## src/rtl/riscv_pkg.sv

```systemverilog
// rtl/riscv_pkg.sv - shared RV32I constants, LSU state type and decode helpers
package riscv_pkg;

  localparam int XLEN = 32;

  typedef enum logic [1:0] {IDLE, REQ, WAIT, DONE} lsu_state_t;

  localparam logic [2:0] F3_LB  = 3'b000;
  localparam logic [2:0] F3_LH  = 3'b001;
  localparam logic [2:0] F3_LW  = 3'b010;
  localparam logic [2:0] F3_LBU = 3'b100;
  localparam logic [2:0] F3_LHU = 3'b101;
  localparam logic [2:0] F3_SB  = 3'b000;
  localparam logic [2:0] F3_SH  = 3'b001;
  localparam logic [2:0] F3_SW  = 3'b010;

  function automatic logic load_f3_legal(input logic [2:0] f3);
    return (f3 == F3_LB) || (f3 == F3_LH) || (f3 == F3_LW) ||
           (f3 == F3_LBU) || (f3 == F3_LHU);
  endfunction

  function automatic logic store_f3_legal(input logic [2:0] f3);
    return (f3 == F3_SB) || (f3 == F3_SH) || (f3 == F3_SW);
  endfunction

  // funct3[1:0] encodes the access size for both loads and stores
  function automatic logic addr_aligned(input logic [1:0] size, input logic [1:0] off);
    case (size)
      2'b01:   return !off[0];
      2'b10:   return off == 2'b00;
      default: return 1'b1;
    endcase
  endfunction

endpackage

```

## src/rtl/lsu_load_align.sv

```systemverilog
// rtl/lsu_load_align.sv - selects the addressed byte/halfword of a read word and extends it
module lsu_load_align
  import riscv_pkg::*;
(
  input  logic [31:0]     rdata,
  input  logic [1:0]      offset,
  input  logic [2:0]      funct3,
  output logic [XLEN-1:0] data
);

  logic [31:0] shifted;

  always_comb begin
    shifted = rdata >> {offset, 3'b000};
    case (funct3)
      F3_LB:   data = {{24{shifted[7]}}, shifted[7:0]};
      F3_LH:   data = {{16{shifted[15]}}, shifted[15:0]};
      F3_LBU:  data = {24'b0, shifted[7:0]};
      F3_LHU:  data = {16'b0, shifted[15:0]};
      default: data = shifted;
    endcase
  end

endmodule

```

## src/rtl/lsu.sv

```systemverilog
// rtl/lsu.sv - MEM-stage load/store unit: one outstanding req/gnt/rvalid access, stalls until done
module lsu
  import riscv_pkg::*;
(
  input  logic            clk,
  input  logic            rst,
  input  logic            mem_valid,
  input  logic            mem_read,
  input  logic            mem_write,
  input  logic [2:0]      funct3,
  input  logic [XLEN-1:0] addr,
  input  logic [XLEN-1:0] store_data,
  output logic            lsu_stall,
  output logic            load_valid,
  output logic [XLEN-1:0] load_data,
  output logic            misaligned_exc,
  output logic [XLEN-1:0] exc_addr,
  output logic            dmem_req,
  output logic            dmem_we,
  output logic [XLEN-1:0] dmem_addr,
  output logic [3:0]      dmem_be,
  output logic [31:0]     dmem_wdata,
  input  logic            dmem_gnt,
  input  logic            dmem_rvalid,
  input  logic [31:0]     dmem_rdata
);

  lsu_state_t      state_q, state_d;
  logic            req_q, req_d, we_q, we_d, load_valid_q, load_valid_d;
  logic [XLEN-1:0] addr_q, addr_d, load_data_q, load_data_d;
  logic [3:0]      be_q, be_d;
  logic [31:0]     wdata_q, wdata_d;
  logic [1:0]      off_q, off_d;
  logic [2:0]      f3_q, f3_d;

  logic            decoded, aligned, launch;
  logic [3:0]      be_calc;
  logic [31:0]     wdata_calc;
  logic [XLEN-1:0] aligned_word;

  lsu_load_align u_load_align (
    .rdata  (dmem_rdata),
    .offset (off_q),
    .funct3 (f3_q),
    .data   (aligned_word)
  );

  // Decode depends only on the pipeline inputs and state, never on the bus handshake
  always_comb begin
    decoded = mem_valid && (mem_read ^ mem_write) &&
              (mem_read ? load_f3_legal(funct3) : store_f3_legal(funct3));
    aligned = addr_aligned(funct3[1:0], addr[1:0]);
    launch  = (state_q == IDLE) && decoded && aligned;

    case (funct3[1:0])
      2'b00: begin
        be_calc    = 4'b0001 << addr[1:0];
        wdata_calc = {4{store_data[7:0]}};
      end
      2'b01: begin
        be_calc    = 4'b0011 << addr[1:0];
        wdata_calc = {2{store_data[15:0]}};
      end
      default: begin
        be_calc    = 4'b1111;
        wdata_calc = store_data;
      end
    endcase
  end

  always_comb begin
    state_d      = state_q;
    req_d        = req_q;
    we_d         = we_q;
    addr_d       = addr_q;
    be_d         = be_q;
    wdata_d      = wdata_q;
    off_d        = off_q;
    f3_d         = f3_q;
    load_valid_d = 1'b0;
    load_data_d  = load_data_q;
    case (state_q)
      IDLE: if (launch) begin
        state_d = REQ;
        req_d   = 1'b1;
        we_d    = mem_write;
        addr_d  = {addr[XLEN-1:2], 2'b00};
        be_d    = be_calc;
        wdata_d = mem_write ? wdata_calc : 32'b0;
        off_d   = addr[1:0];
        f3_d    = funct3;
      end
      REQ: if (dmem_gnt) begin
        req_d   = 1'b0;
        state_d = we_q ? DONE : WAIT;
      end
      WAIT: if (dmem_rvalid) begin
        load_data_d  = aligned_word;
        load_valid_d = 1'b1;
        state_d      = DONE;
      end
      default: state_d = IDLE;
    endcase
  end

  always_ff @(posedge clk) begin
    if (rst) begin
      state_q      <= IDLE;
      req_q        <= 1'b0;
      we_q         <= 1'b0;
      addr_q       <= '0;
      be_q         <= '0;
      wdata_q      <= '0;
      off_q        <= '0;
      f3_q         <= '0;
      load_valid_q <= 1'b0;
      load_data_q  <= '0;
    end else begin
      state_q      <= state_d;
      req_q        <= req_d;
      we_q         <= we_d;
      addr_q       <= addr_d;
      be_q         <= be_d;
      wdata_q      <= wdata_d;
      off_q        <= off_d;
      f3_q         <= f3_d;
      load_valid_q <= load_valid_d;
      load_data_q  <= load_data_d;
    end
  end

  assign lsu_stall      = launch || (state_q == REQ) || (state_q == WAIT);
  assign misaligned_exc = (state_q == IDLE) && decoded && !aligned;
  assign exc_addr       = misaligned_exc ? addr : '0;
  assign load_valid     = load_valid_q;
  assign load_data      = load_data_q;
  assign dmem_req       = req_q;
  assign dmem_we        = we_q;
  assign dmem_addr      = addr_q;
  assign dmem_be        = be_q;
  assign dmem_wdata     = wdata_q;

endmodule

```

## config.mk

```make
export PLATFORM = sky130hd
export DESIGN_NAME = lsu
export DESIGN_NICKNAME = d
export VERILOG_FILES = /design/src/rtl/riscv_pkg.sv /design/src/rtl/lsu_load_align.sv /design/src/rtl/lsu.sv
export SDC_FILE = /design/constraint.sdc
export NUM_CORES = 1
export LEC_CHECK = 0
export CORE_MARGIN = 2
export CORE_UTILIZATION = 30
export CTS_BUF_LIST = sky130_fd_sc_hd__clkbuf_8
export DETAILED_ROUTE_END_ITERATION = 16
export DONT_BUFFER_PORTS = 1
export GPL_TIMING_DRIVEN = 0
export HOLD_SLACK_MARGIN = 0.12
export SYNTH_ARGS = -nofsm -noshare
export SYNTH_HDL_FRONTEND = slang
export SYNTH_SLANG_ARGS = --single-unit
```

## constraint.sdc

```tcl
create_clock -name clk -period 3.3 [get_ports clk]
set_input_delay 0.825 -clock clk [delete_from_list [all_inputs] [get_ports clk]]
set_output_delay 0.825 -clock clk [all_outputs]
set_load 0.05 [all_outputs]
```

==> flow_metrics.env <==
export IMPL_cts_root_buf="clkbuf_8"
export IMPL_drive_above_1_share_pct=14.6
export IMPL_worstMarginPinSlew_ns=0.734
export IMPL_num_vias=5336
export IMPL_insertedDiodeCount=0
export IMPL_cp_end_kind="output port"
export IMPL_path_class="in -> out"
export IMPL_async_flop_share_pct=0
export IMPL_reg2reg_setup_slack_ns=0.94
export IMPL_dp_hpwl_mm=15.9
export IMPL_min_to="state_q[1]"
export IMPL_syn_area_per_cell_um2=7.99
export IMPL_drv_cap=0
export IMPL_rsz0062_at_grt="false"
export IMPL_timing_rr_start="state_q[1]"
export IMPL_drt_iter0_markers=346
export IMPL_clock_path_buffers=2
export IMPL_worst_endpoint_arrival_ns=2.41
export IMPL_rows=49
export IMPL_cts_sinks=108
export IMPL_path_max_fanout=7
export IMPL_whs_ns=0.535
export IMPL_synth_seq_cells=108
export IMPL_min_from="state_q[1]"
export IMPL_antenna_found_initial=0
export IMPL_clock_latency_ns=0.40
export IMPL_antenna_left=0
export IMPL_overflow=0
export IMPL_max_freq_mhz=309
export IMPL_min_path_type="reg -> reg"
export IMPL_fin_setup_tns_ns=0
export IMPL_io_buffers=0
export IMPL_ys_warnings_count=0
export IMPL_r2r_cells=10
export IMPL_slew_violations=0
export IMPL_fin_nets=814
export IMPL_timing_rr_end="off_q[1]"
export IMPL_fin_crit_sh_pct=98.0
export IMPL_wl_per_cell_um=22.5
export IMPL_drt_total_wl_mm=21.0
export IMPL_synth_enable_flop_cells=0
export IMPL_coreArea_mm2=0.0178
export IMPL_io_pins=243
export IMPL_ys_types=41
export IMPL_dieArea_mm2=0.0192
export IMPL_final_setup_worst_slack_ns=0.0651
export IMPL_hold_viol=0
export IMPL_cts_buffers_inserted=9
export IMPL_power_mw=3.05
export IMPL_grt_max_degree=16
export IMPL_syn_cell_area_mm2=0.00543
export IMPL_yosys_most_used_dff="dfxtp_1"
export IMPL_clk_pin_slew_ns=0.10
export IMPL_cts_max_level=3
export IMPL_relSlewSlack_pct=51.1
export IMPL_fin_crit_ns=3.23
export IMPL_synth_top_area_share_pct=39.8
export IMPL_yosysTopAreaCell="dfxtp_1"
export IMPL_setup_violations=0
export IMPL_start_util_pct=30.5
export IMPL_route_detailed_drc=0
export IMPL_holdPathStages=2
export IMPL_gp_congestion=0.844
export IMPL_synth_area_leaders="dfxtp_1 40%, a21oi_1 9.9%, o21ai_0 7.1%, and3_1 4.6%, clkbuf_1 4.3%"
export IMPL_skew_ns=0.0148
export IMPL_syn_inst=680
export IMPL_status="finished, final reports clean"
export IMPL_peakVddDrop_uv=229
export IMPL_startpoint_type="input port"
export IMPL_power_density_mw_per_mm2=486
export IMPL_viasPerCell=5.72
export IMPL_cts_hold_buf=0
export IMPL_dp_slack_ns=-0.576
export IMPL_p_leak_nw=2.10
export IMPL_syn_to_final_growth_pct=15.3
export IMPL_die_h_um=139
export IMPL_die_w_um=139
export IMPL_firstDrtPassIters=5
export IMPL_worstPathRequired_ns=2.47
export IMPL_cts_tree="done"
export IMPL_seq_area_frac_synth_pct=39.8
export IMPL_track_usage_pct=21.3
export IMPL_grt_pass1_wl_mm=32.0
export IMPL_grt_pass1_vias=5310
metal layers:
layer | track usage [%] | up-vias | wire length (um)
li1 | - | 2519 | -
met2 | 35.6 | 273 | 9860
met5 | 0 | - | 0
met3 | 7.87 | 28 | 2210
met4 | 5.80 | 0 | 356
met1 | 26.0 | 2516 | 8570
cell families (layout without fill, tap and decap cells):
group / after synthesis / count (layout) / synth area share [%]
muxes: 28 / 28 / 5.87
buffers and inverters: 93 / 116 / 6.82
other: 1 / 2 / 0.0690
AOI/OAI and AO/OA: 254 / 254 / 27.5
DFF: 108 / 108 / 39.8
and+or+nand+nor: 189 / 189 / 18.4
adders and majority gates: 7 / 7 / 1.61
through the flow:
step / std cells / instance area (um2) / util (%)
floorplan: 681 / 5570 / -
global placement: 910 / 5860 / 32.8
detailed placement: 910 / 5860 / 32.8
CTS: 933 / 6240 / 35.0
global route: 933 / 6270 / 35.1
finish: 933 / 6270 / 35.1
cell usage in the layout, fill, tap and decap left out, drive strengths merged, types with 4 or more instances in the layout:
cell	netlist	final
ha	7	7
nand3	37	37
o2111ai	10	10
mux2	11	11
clkbuf	62	69
and2	10	10
a211oi	18	18
dfxtp	108	108
a311oi	4	4
a21oi	107	107
nor2	33	33
and3	40	40
o2bb2ai	7	7
o21ai	77	77
a22oi	8	8
inv	15	15
nor2b	4	4
nand2b	6	6
mux2i	15	15
a22o	6	6
o211ai	7	7
nand2	20	20
nand4	21	21
nor3	12	12
buf	16	30
layout make-up:
cell class	count	area (um2)
tap	229	287
clock inverter	2	11.3
clock buffer	12	165
multi-input combinational	480	3100
buffer	75	393
fill	1898	11600
inverter	15	60.1
timing repair buffer	12	90.1
sequential	108	2160
worst max path at each step:
stage | from | end | slack (ns) | depth (start not counted)
finish | mem_write | exc_addr[0] | 0.07 | 6
global route | state_q[0] | exc_addr[0] | 0.0002 | 7
CTS | funct3[1] | exc_addr[0] | 0.001 | 7
detailed placement | funct3[1] | exc_addr[27] | -0.58 | 8
global placement | funct3[1] | exc_addr[27] | -0.53 | 8
floorplan | funct3[1] | exc_addr[15] | 0.01 | 9
power breakdown:
group	switching, mW	total (mW)	internal, mW
logic	0.450	0.676	0.226
clock network	0.473	0.800	0.327
registers	0.212	1.57	1.36
total	1.14	3.05	1.91
Yosys cell counts, drive strengths merged, types with 2 or more instances:
| cell type | number |
|---|---|
| or3b | 2 |
| and2 | 10 |
| a221oi | 2 |
| nand4 | 21 |
| a211oi | 18 |
| and3 | 40 |
| dfxtp | 108 |
| a22o | 6 |
| nor3 | 12 |
| mux2 | 11 |
| buf | 16 |
| nand2b | 6 |
| a21oi | 107 |
| a221o | 2 |
| o2111ai | 10 |
| ha | 7 |
| mux2i | 15 |
| or2 | 2 |
| o2bb2ai | 7 |
| nor2b | 4 |
| a21o | 2 |
| a22oi | 8 |
| o211ai | 7 |
| o21ai | 77 |
| nand2 | 20 |
| inv | 15 |
| nand3 | 37 |
| mux4 | 2 |
| clkbuf | 62 |
| a311oi | 4 |
| nor2 | 33 |
worst max-delay path, cell delays in order:
cell	delay, ns
buf_8	0.09
or3b_4	0.37
a221o_1	0.32
buf_6	0.13
clkbuf_16	0.14
nor3_4	0.52
repair_timing:
action	CTS	global route
pin swaps	8	8
gates resized for setup	38	17
buffers inserted	11	1
setup endpoints to repair	34	34
sequential cells by signal, summed over array words and instances, names as in the netlist, 2 cells and up:
| register | count |
|---|---|
| off_q | 2 |
| dmem_addr | 30 |
| load_data | 32 |
| state_q | 2 |
| dmem_wdata | 32 |
| dmem_be | 4 |
| f3_q | 3 |
Power figures use the tool's default switching activity.
